--- src/rtl/modport_slave.sv ---
// Avalon-MM slave register bank with ID register, transfer counter
// and a programmable number of wait states per access.
module modport_slave #(
    parameter int          ADDR_W   = 16,
    parameter int          DATA_W   = 16,
    parameter int          NUM_REGS = 16,
    parameter int          WAIT_CYC = 1,
    parameter logic [15:0] ID_ADDR  = 16'hFFF0,
    parameter logic [15:0] ID_VAL   = 16'hA5C3,
    parameter logic [15:0] CNT_ADDR = 16'hFFF1
) (
    input  logic              av_clk,
    input  logic              av_rst,
    input  logic              av_read,
    input  logic              av_write,
    input  logic              av_begin_xfr,
    input  logic [ADDR_W-1:0] av_addr,
    input  logic [DATA_W-1:0] av_write_data,
    output logic              av_wait_req,
    output logic [DATA_W-1:0] av_read_data
);

    localparam int IDX_W = (NUM_REGS > 1) ? $clog2(NUM_REGS) : 1;
    localparam logic [3:0]        WAIT_V = 4'(WAIT_CYC);
    localparam logic [ADDR_W-1:0] ID_A   = ADDR_W'(ID_ADDR);
    localparam logic [ADDR_W-1:0] CNT_A  = ADDR_W'(CNT_ADDR);
    localparam logic [DATA_W-1:0] ID_V   = DATA_W'(ID_VAL);

    logic [DATA_W-1:0] reg_q [NUM_REGS];
    logic [DATA_W-1:0] reg_d [NUM_REGS];
    logic [3:0]        wcnt_q, wcnt_d;
    logic [DATA_W-1:0] xfr_cnt_q, xfr_cnt_d;

    logic             req;
    logic             accept;
    logic             wr_acc;
    logic             rd_acc;
    logic             in_range;
    logic [IDX_W-1:0] idx;

    assign req         = av_read | av_write;
    assign av_wait_req = av_rst | (req & (wcnt_q != WAIT_V));
    assign accept      = req & ~av_wait_req;
    // A simultaneous read and write is handled purely as a write.
    assign wr_acc      = accept & av_write;
    assign rd_acc      = accept & av_read & ~av_write;
    assign in_range    = 32'(av_addr) < 32'(NUM_REGS);
    assign idx         = av_addr[IDX_W-1:0];

    // Wait counter: counts stall cycles, restarts on accept or idle.
    always_comb begin
        wcnt_d = 4'd0;
        if (req && av_wait_req) begin
            wcnt_d = wcnt_q + 4'd1;
        end
    end

    // Free-running count of transfer-begin pulses.
    always_comb begin
        xfr_cnt_d = xfr_cnt_q;
        if (av_begin_xfr) begin
            xfr_cnt_d = xfr_cnt_q + 1'b1;
        end
    end

    // Register bank update on an accepted in-range write.
    always_comb begin
        reg_d = reg_q;
        if (wr_acc && in_range) begin
            reg_d[idx] = av_write_data;
        end
    end

    // Read mux, driven only during a read-accept cycle.
    always_comb begin
        av_read_data = '0;
        if (rd_acc) begin
            if (in_range) begin
                av_read_data = reg_q[idx];
            end else if (av_addr == ID_A) begin
                av_read_data = ID_V;
            end else if (av_addr == CNT_A) begin
                av_read_data = xfr_cnt_q;
            end
        end
    end

    // State registers, cleared immediately by reset.
    always_ff @(posedge av_clk or posedge av_rst) begin
        if (av_rst) begin
            wcnt_q    <= 4'd0;
            xfr_cnt_q <= '0;
            for (int i = 0; i < NUM_REGS; i++) begin
                reg_q[i] <= '0;
            end
        end else begin
            wcnt_q    <= wcnt_d;
            xfr_cnt_q <= xfr_cnt_d;
            reg_q     <= reg_d;
        end
    end

endmodule

--- config.mk ---
export PLATFORM = sky130hd
export DESIGN_NAME = modport_slave
export DESIGN_NICKNAME = d
export VERILOG_FILES = /design/src/rtl/modport_slave.sv
export SDC_FILE = /design/constraint.sdc
export NUM_CORES = 1
export LEC_CHECK = 0
export ABC_AREA = 1
export BUFFER_PORTS_ARGS = -buffer_cell sky130_fd_sc_hd__buf_2
export CAP_MARGIN = 40
export CORE_ASPECT_RATIO = 0.75
export CORE_MARGIN = 2
export CORE_UTILIZATION = 50
export DETAILED_ROUTE_END_ITERATION = 16
export PLACE_DENSITY = 0.69
export SKIP_CTS_REPAIR_TIMING = 1
export SLEW_MARGIN = 20
export SYNTH_ARGS = -nofsm -noshare
export SYNTH_HDL_FRONTEND = slang
export SYNTH_SLANG_ARGS = --single-unit
--- constraint.sdc ---
create_clock -name av_clk -period 8.4 [get_ports av_clk]
set_input_delay 0.42 -clock av_clk [delete_from_list [all_inputs] [get_ports av_clk]]
set_output_delay 0.42 -clock av_clk [all_outputs]
set_load 0.005 [all_outputs]
==> impl_metrics.ini, run 1 <==
[status]
status = finished, final reports clean

[timing]
finClkSkew_ns = 0.00924
relSlewSlack = 0.397
tns_ns = 0
fin_crit_sh = 0.440
tightest_slew_ns = 0.905
drv_slew = 0
fin_crit_ns = 3.70
setup_violations = 0
max_freq_mhz = 271
rsz0062_at_grt = no
hold_viol_final = 0

[yosys]
ys_warn_count = 0
netlist_instances = 2365
ys_seq_elements = 276
yosysSeqAreaShare = 0.434
avgSynthCellArea_sq_um = 6.73
synth_fp_nets = 2405
synth_area_sq_mm = 0.0159
yosys_most_used_dff = dfrtp_1
synth_edf_count = 0
synth-async-reset-ratio = 1.00
synth_cell_types = 25

[floorplan]
die_w_um = 210
start_util = 0.509
core_sq_mm = 0.0313
die_area_sq_mm = 0.0333
die_y_um = 159
ios = 54
rows = 56

[power]
p_per_area_mw_per_mm2 = 182
vdd_drop_max_mv = 0.157
p_leak_uw = 0.00957

[critical_path]
critPathKind = primary input to output pin
worstPathMaxFanout = 69
start_kind = primary input
critPathRequiredTime_ns = 7.98
crit_path_end_kind = output pin
arrival_ns = 3.28

[finish]
layout-drive-gt1-share = 0.0749
stdcell_area_sq_mm = 0.0172
syn2layout_area_growth_pct = 7.91
diodes = 0
final_cell_mix = nand2_1 (1,229), dfrtp_1 (276), nand4_1 (262)
layout.cells.most_common = nand2_1
nNetsFinal = 2340

[cts]
clock_path_buffers = 3
path_clk_slew_ns = 0.06
numCtsBuffers = 29
cts_tree = built
clk_latency_ns = 0.57
h-tree-depth = 1
clock-sinks = 276
cts_root_buffer = clkbuf_16

[place]
post-dp-hpwl_um = 29300
port_buffers = 53
place_area_sq_mm = 0.0161
place_congestion = 0.954

[routing]
initialDrtViolationCount = 1903
via_per_inst = 5.56
first_pass_iters = 7
drt_wl_total_um = 49400
vias = 15166
drc = 0
wire_per_inst_um = 18.1
antenna_left = 0

[grt]
grt_max_degree = 148
grt.busiest_layer = met2
use_met2 = 0.448
use_met1 = 0.443
first_global_vias = 13856
grt_usage = 0.302
grt_pass1_wl_um = 78800
overflow = 0
met3_usage = 0.0667
antenna_found_initial = 1

[min_path]
worstHoldPathType = primary input to flop

[run]
drv_cap = 0
==> state kept, by name (all words and copies together), names as in the netlist <==
register / count
reg_q: 256
xfr_cnt_q: 16
wcnt_q: 4
==> cell type report <==
cell class	instances	area, sq um
inverter	270	1020
multi-input combinational	1646	7190
fill	3034	14100
clock inverter	12	163
sequential	276	6910
clock buffer	41	851
timing repair buffer	77	548
tap	406	508
==> synth_stat cells, types with 14 or more instances <==
library cell  count  area share
nand2_1        1229        0.29
dfrtp_1         276        0.43
inv_1           262       0.062
nand4_1         262        0.10
nor2_1           73       0.017
clkbuf_1         68       0.016
buf_2            56       0.018
buf_4            30       0.014
buf_1            19      0.0045
nand3_2          16       0.010
nor2_2           15      0.0059
nand3_1          14      0.0044
==> cell families (layout without fill, tap and decap cells) <==
logic type               Yosys count  after routing  share of synthesized area
AO/OA/AOI/OAI                      6              6                    0.00189
XOR/XNOR                          17             17                    0.00935
adder cells (fa/ha/maj)            3              3                    0.00236
buffers and inverters            443            400                      0.116
flip-flops                       276            276                      0.434
multiplexers                       1              1                   0.000707
AND/OR/NAND/NOR                 1619           1619                      0.436
==> final timing paths <==
path | from | end | slack [ns] | cells past startpoint
max | av_addr[0] | av_read_data[12] | 4.70 | 11
max reg2reg | wcnt_q[1] | reg_q[128] | 5.16 | 11
max in group asynchronous | av_rst | reg_q[134] | 6.81 | 4
min reg2reg | reg_q[240] | reg_q[240] | 0.47 | 2
min in group asynchronous | av_rst | wcnt_q[1] | 0.40 | 3
min | av_begin_xfr | xfr_cnt_q[0] | 0.1 | 2
==> metrics by stage <==
| stage | cells | total power (uW) | utilization | setup slack (ns) | hold slack, ns |
|---|---|---|---|---|---|
| 6_report | 2728 | 3140 | 0.549 | 4.70 | 0.0999 |
| 3_5_place_dp | 2670 | 1760 | 0.514 | 4.65 | 0.458 |
| 2_1_floorplan | 2365 | 1650 | - | 0.371 | 0.442 |
| 5_1_grt | 2728 | 3240 | 0.549 | 4.51 | 0.106 |
| 4_1_cts | 2723 | 3140 | 0.546 | 4.65 | -0.147 |
| 3_3_place_gp | 2669 | 1750 | 0.513 | 4.64 | 0.453 |
==> critical path, stage by stage <==
cell	delay [ns]
buf_4	0.54
inv_4	0.16
buf_16	0.27
nor2_1	0.33
nand2_1	0.22
clkinv_1	0.44
nand4_1	0.21
o21ai_0	0.22
nand2_1	0.07
nor2_1	0.14
buf_2	0.12
==> where the power goes <==
group / switching (uW) / total, uW / internal, uW / leakage (uW)
registers: 25.0 / 1380 / 1350 / 0.00383
clock network: 569 / 1390 / 824 / 0.000504
logic: 279 / 367 / 88.4 / 0.00523
==> layer usage <==
layer,wire (um),part of all wire,up-vias
met3,5180,0.10,105
met5,13,0.00026,-
met4,1450,0.029,2
li1,-,-,7183
met1,21800,0.44,7126
met2,21000,0.42,750
No activity file was read; power rests on OpenSTA's default activity.
==> inputs of run 2 (changes only) <==
--- a/config.mk
+++ b/config.mk
@@ -5,7 +5,7 @@
 export SDC_FILE = /design/constraint.sdc
 export NUM_CORES = 1
 export LEC_CHECK = 0
-export ABC_AREA = 1
+export ABC_AREA = 0
 export BUFFER_PORTS_ARGS = -buffer_cell sky130_fd_sc_hd__buf_2
 export CAP_MARGIN = 40
 export CORE_ASPECT_RATIO = 0.75
==> constraint.sdc (replaced) <==
create_clock -name av_clk -period 3.05 [get_ports av_clk]
set_input_delay 0.1525 -clock av_clk [delete_from_list [all_inputs] [get_ports av_clk]]
set_output_delay 0.1525 -clock av_clk [all_outputs]
set_load 0.005 [all_outputs]
==> run 2 against run 1 <==
  * First-iteration DRC count down 69%
  * Utilization up 4.2 points
  * Via count down 48%
  * Die area down 18%
  * Sequential power rose to 2.8 times the previous value
  * Setup slack worse by 4.4 ns
  * Clock power up 130%
  * Critical endpoint is now av_read_data[11]
  * Highest routed layer unchanged
==> impl_metrics.ini, run 2 <==
[timing]
fin_ws_ns = 0.256
finClkSkew_ns = 0.00694
hold_ws_ns = 0.00968
rsz0062_at_grt = no
fin_crit_sh = 0.916
hold_viol_final = 0
max_freq_mhz = 358
fin_crit_ns = 2.79
tightest_slew_ns = 0.715
tns_ns = 0
setup_violations = 0
drv_slew = 0
relSlewSlack = 0.523

[finish]
fill_cells = 1935
reg.largest.list = reg_q: 256 flops, xfr_cnt_q: 16 flops, wcnt_q: 4 flops
top_register = reg_q
seq_area_sq_mm = 0.00691
layout.cells.most_common = dfrtp_1
diodes = 0
nNetsFinal = 975
largest_register_ffs = 256
syn2layout_area_growth_pct = 15.2
multiInputGateArea_sq_mm = 0.00605
layout-drive-gt1-share = 0.488
final_cell_mix = dfrtp_1 (276), mux2_2 (179), mux2_4 (86)

[run]
drv_cap = 0

[yosys]
synth_fp_nets = 920
synth_top_area_share = 0.534
netlist_instances = 880
avgSynthCellArea_sq_um = 14.7
synth_cell_types = 45
synth-async-reset-ratio = 1.00
yosysSeqAreaShare = 0.534
synth.largest_area_cell = dfrtp_1
ys_seq_elements = 276
yosys_most_used_dff = dfrtp_1
synth_edf_count = 0
synthTopCellsByCount = dfrtp_1 (276), mux2_2 (239), mux4_2 (50)
ys_warn_count = 0
yosys-top-cells-area = dfrtp_1 (53%), mux2_2 (21%), mux4_2 (8.7%), mux2_1 (2.3%), mux2i_1 (2.2%)
yosysMostFrequentCell = dfrtp_1
synth_area_sq_mm = 0.0129

[routing]
initialDrtViolationCount = 584
first_pass_iters = 5
drt_wl_total_um = 32700
vias = 7955
drc = 0
wire_per_inst_um = 25.4
via_per_inst = 6.17
antenna_left = 0

[place]
place_ws_ns = 0.475
post-dp-hpwl_um = 21100
port_buffers = 53
place_congestion = 0.933

[power]
p_leak_uw = 0.00735
p_per_area_mw_per_mm2 = 509
vdd_drop_max_mv = 0.455

[grt]
grt_max_degree = 130
first_global_vias = 8119
grt_usage = 0.248
antenna_found_initial = 1
overflow = 0
grt_pass1_wl_um = 50900

[critical_path]
critPathKind = flop to output pin
worstPathMaxFanout = 9
crit_path_end_kind = output pin
critPathRequiredTime_ns = 2.90
arrival_ns = 2.64
crit_chain = inv_1 -> ha_1 -> nor3b_4 -> and3_1 -> nand4_1 -> buf_4 -> o221ai_1 -> buf_2
slowest_delay_ns = 0.41
start_kind = flop
cpMaxStageDelayCell = and3_1

[floorplan]
ios = 54
start_util = 0.513
die_w_um = 190
core_sq_mm = 0.0252
die_y_um = 143
rows = 50
die_area_sq_mm = 0.0272

[cts]
clk_latency_ns = 0.54
cts_root_buffer = clkbuf_16
clock_path_buffers = 3
clock-sinks = 276
path_clk_slew_ns = 0.06
h-tree-depth = 1
cts_tree = built
numCtsBuffers = 27

[min_path]
worstHoldPathType = primary input to flop

[status]
status = finished, final reports clean
run 2: cell types whose count changed in the layout (fill, tap and decap cells not counted), sizes merged, moves of 50 or more:
cell,before,now
nand2,1230,7
inv,269,12
nand4,262,26
mux4,0,50
mux2,1,265
nor2,94,18
run 2: final timing paths:
path                                    end          start  slack [ns]  cells past startpoint
max                        av_read_data[11]      wcnt_q[1]        0.26                      8
min                               wcnt_q[2]        av_read        0.01                      3
max reg2reg                      reg_q[159]      wcnt_q[1]        0.60                      7
min reg2reg                   xfr_cnt_q[14]  xfr_cnt_q[14]        0.48                      1
max in group asynchronous        reg_q[152]         av_rst        1.57                      6
min in group asynchronous        reg_q[201]         av_rst        0.41                      4
run 2: layout make-up:
cell class / instances / share of cell area
sequential: 276 / 0.463
inverter: 12 / 0.00327
clock inverter: 6 / 0.00411
timing repair buffer: 93 / 0.0423
tap: 338 / 0.0284
clock buffer: 39 / 0.0524
multi-input combinational: 525 / 0.406
run 2: power breakdown:
part | switching (uW) | internal, uW | leakage [uW]
clock | 1410 | 1850 | 0.000413
combinational | 333 | 177 | 0.00311
sequential | 91.6 | 3730 | 0.00383
run 2: through the flow:
stage / total power (uW) / util / instance area (sq um) / cells
2_1_floorplan: 4190 / - / 13400 / 880
5_1_grt: 7850 / 0.591 / 14900 / 1289
3_3_place_gp: 4370 / 0.555 / 14000 / 1240
3_5_place_dp: 4380 / 0.556 / 14000 / 1241
6_report: 7580 / 0.591 / 14900 / 1289
4_1_cts: 7620 / 0.589 / 14900 / 1286
run 2: critical path, delay by kind of cell (launching register included):
family,cells,cell delay [ns]
compound gates,1,0.23
fa+ha+maj,1,0.13
buf+inv,3,0.43
flops,1,0.40
simple gates,3,0.90
run 2: cells by family (layout without fill, tap and decap cells):
kind of cell	after synthesis	after routing	synth area share
adders and majority gates	3	3	0.00290
buffers and inverters	79	150	0.0259
DFF	276	276	0.534
muxes	344	344	0.340
AOI/OAI and AO/OA	58	58	0.0337
xor gates and xnor gates	17	17	0.0115
and+or+nand+nor	103	103	0.0521
run 2: layer usage:
metal  global-route usage  share of wire
met4               0.0437          0.015
met1                0.394           0.50
met3               0.0303          0.048
met2                0.370           0.44
met5                    0        0.00040
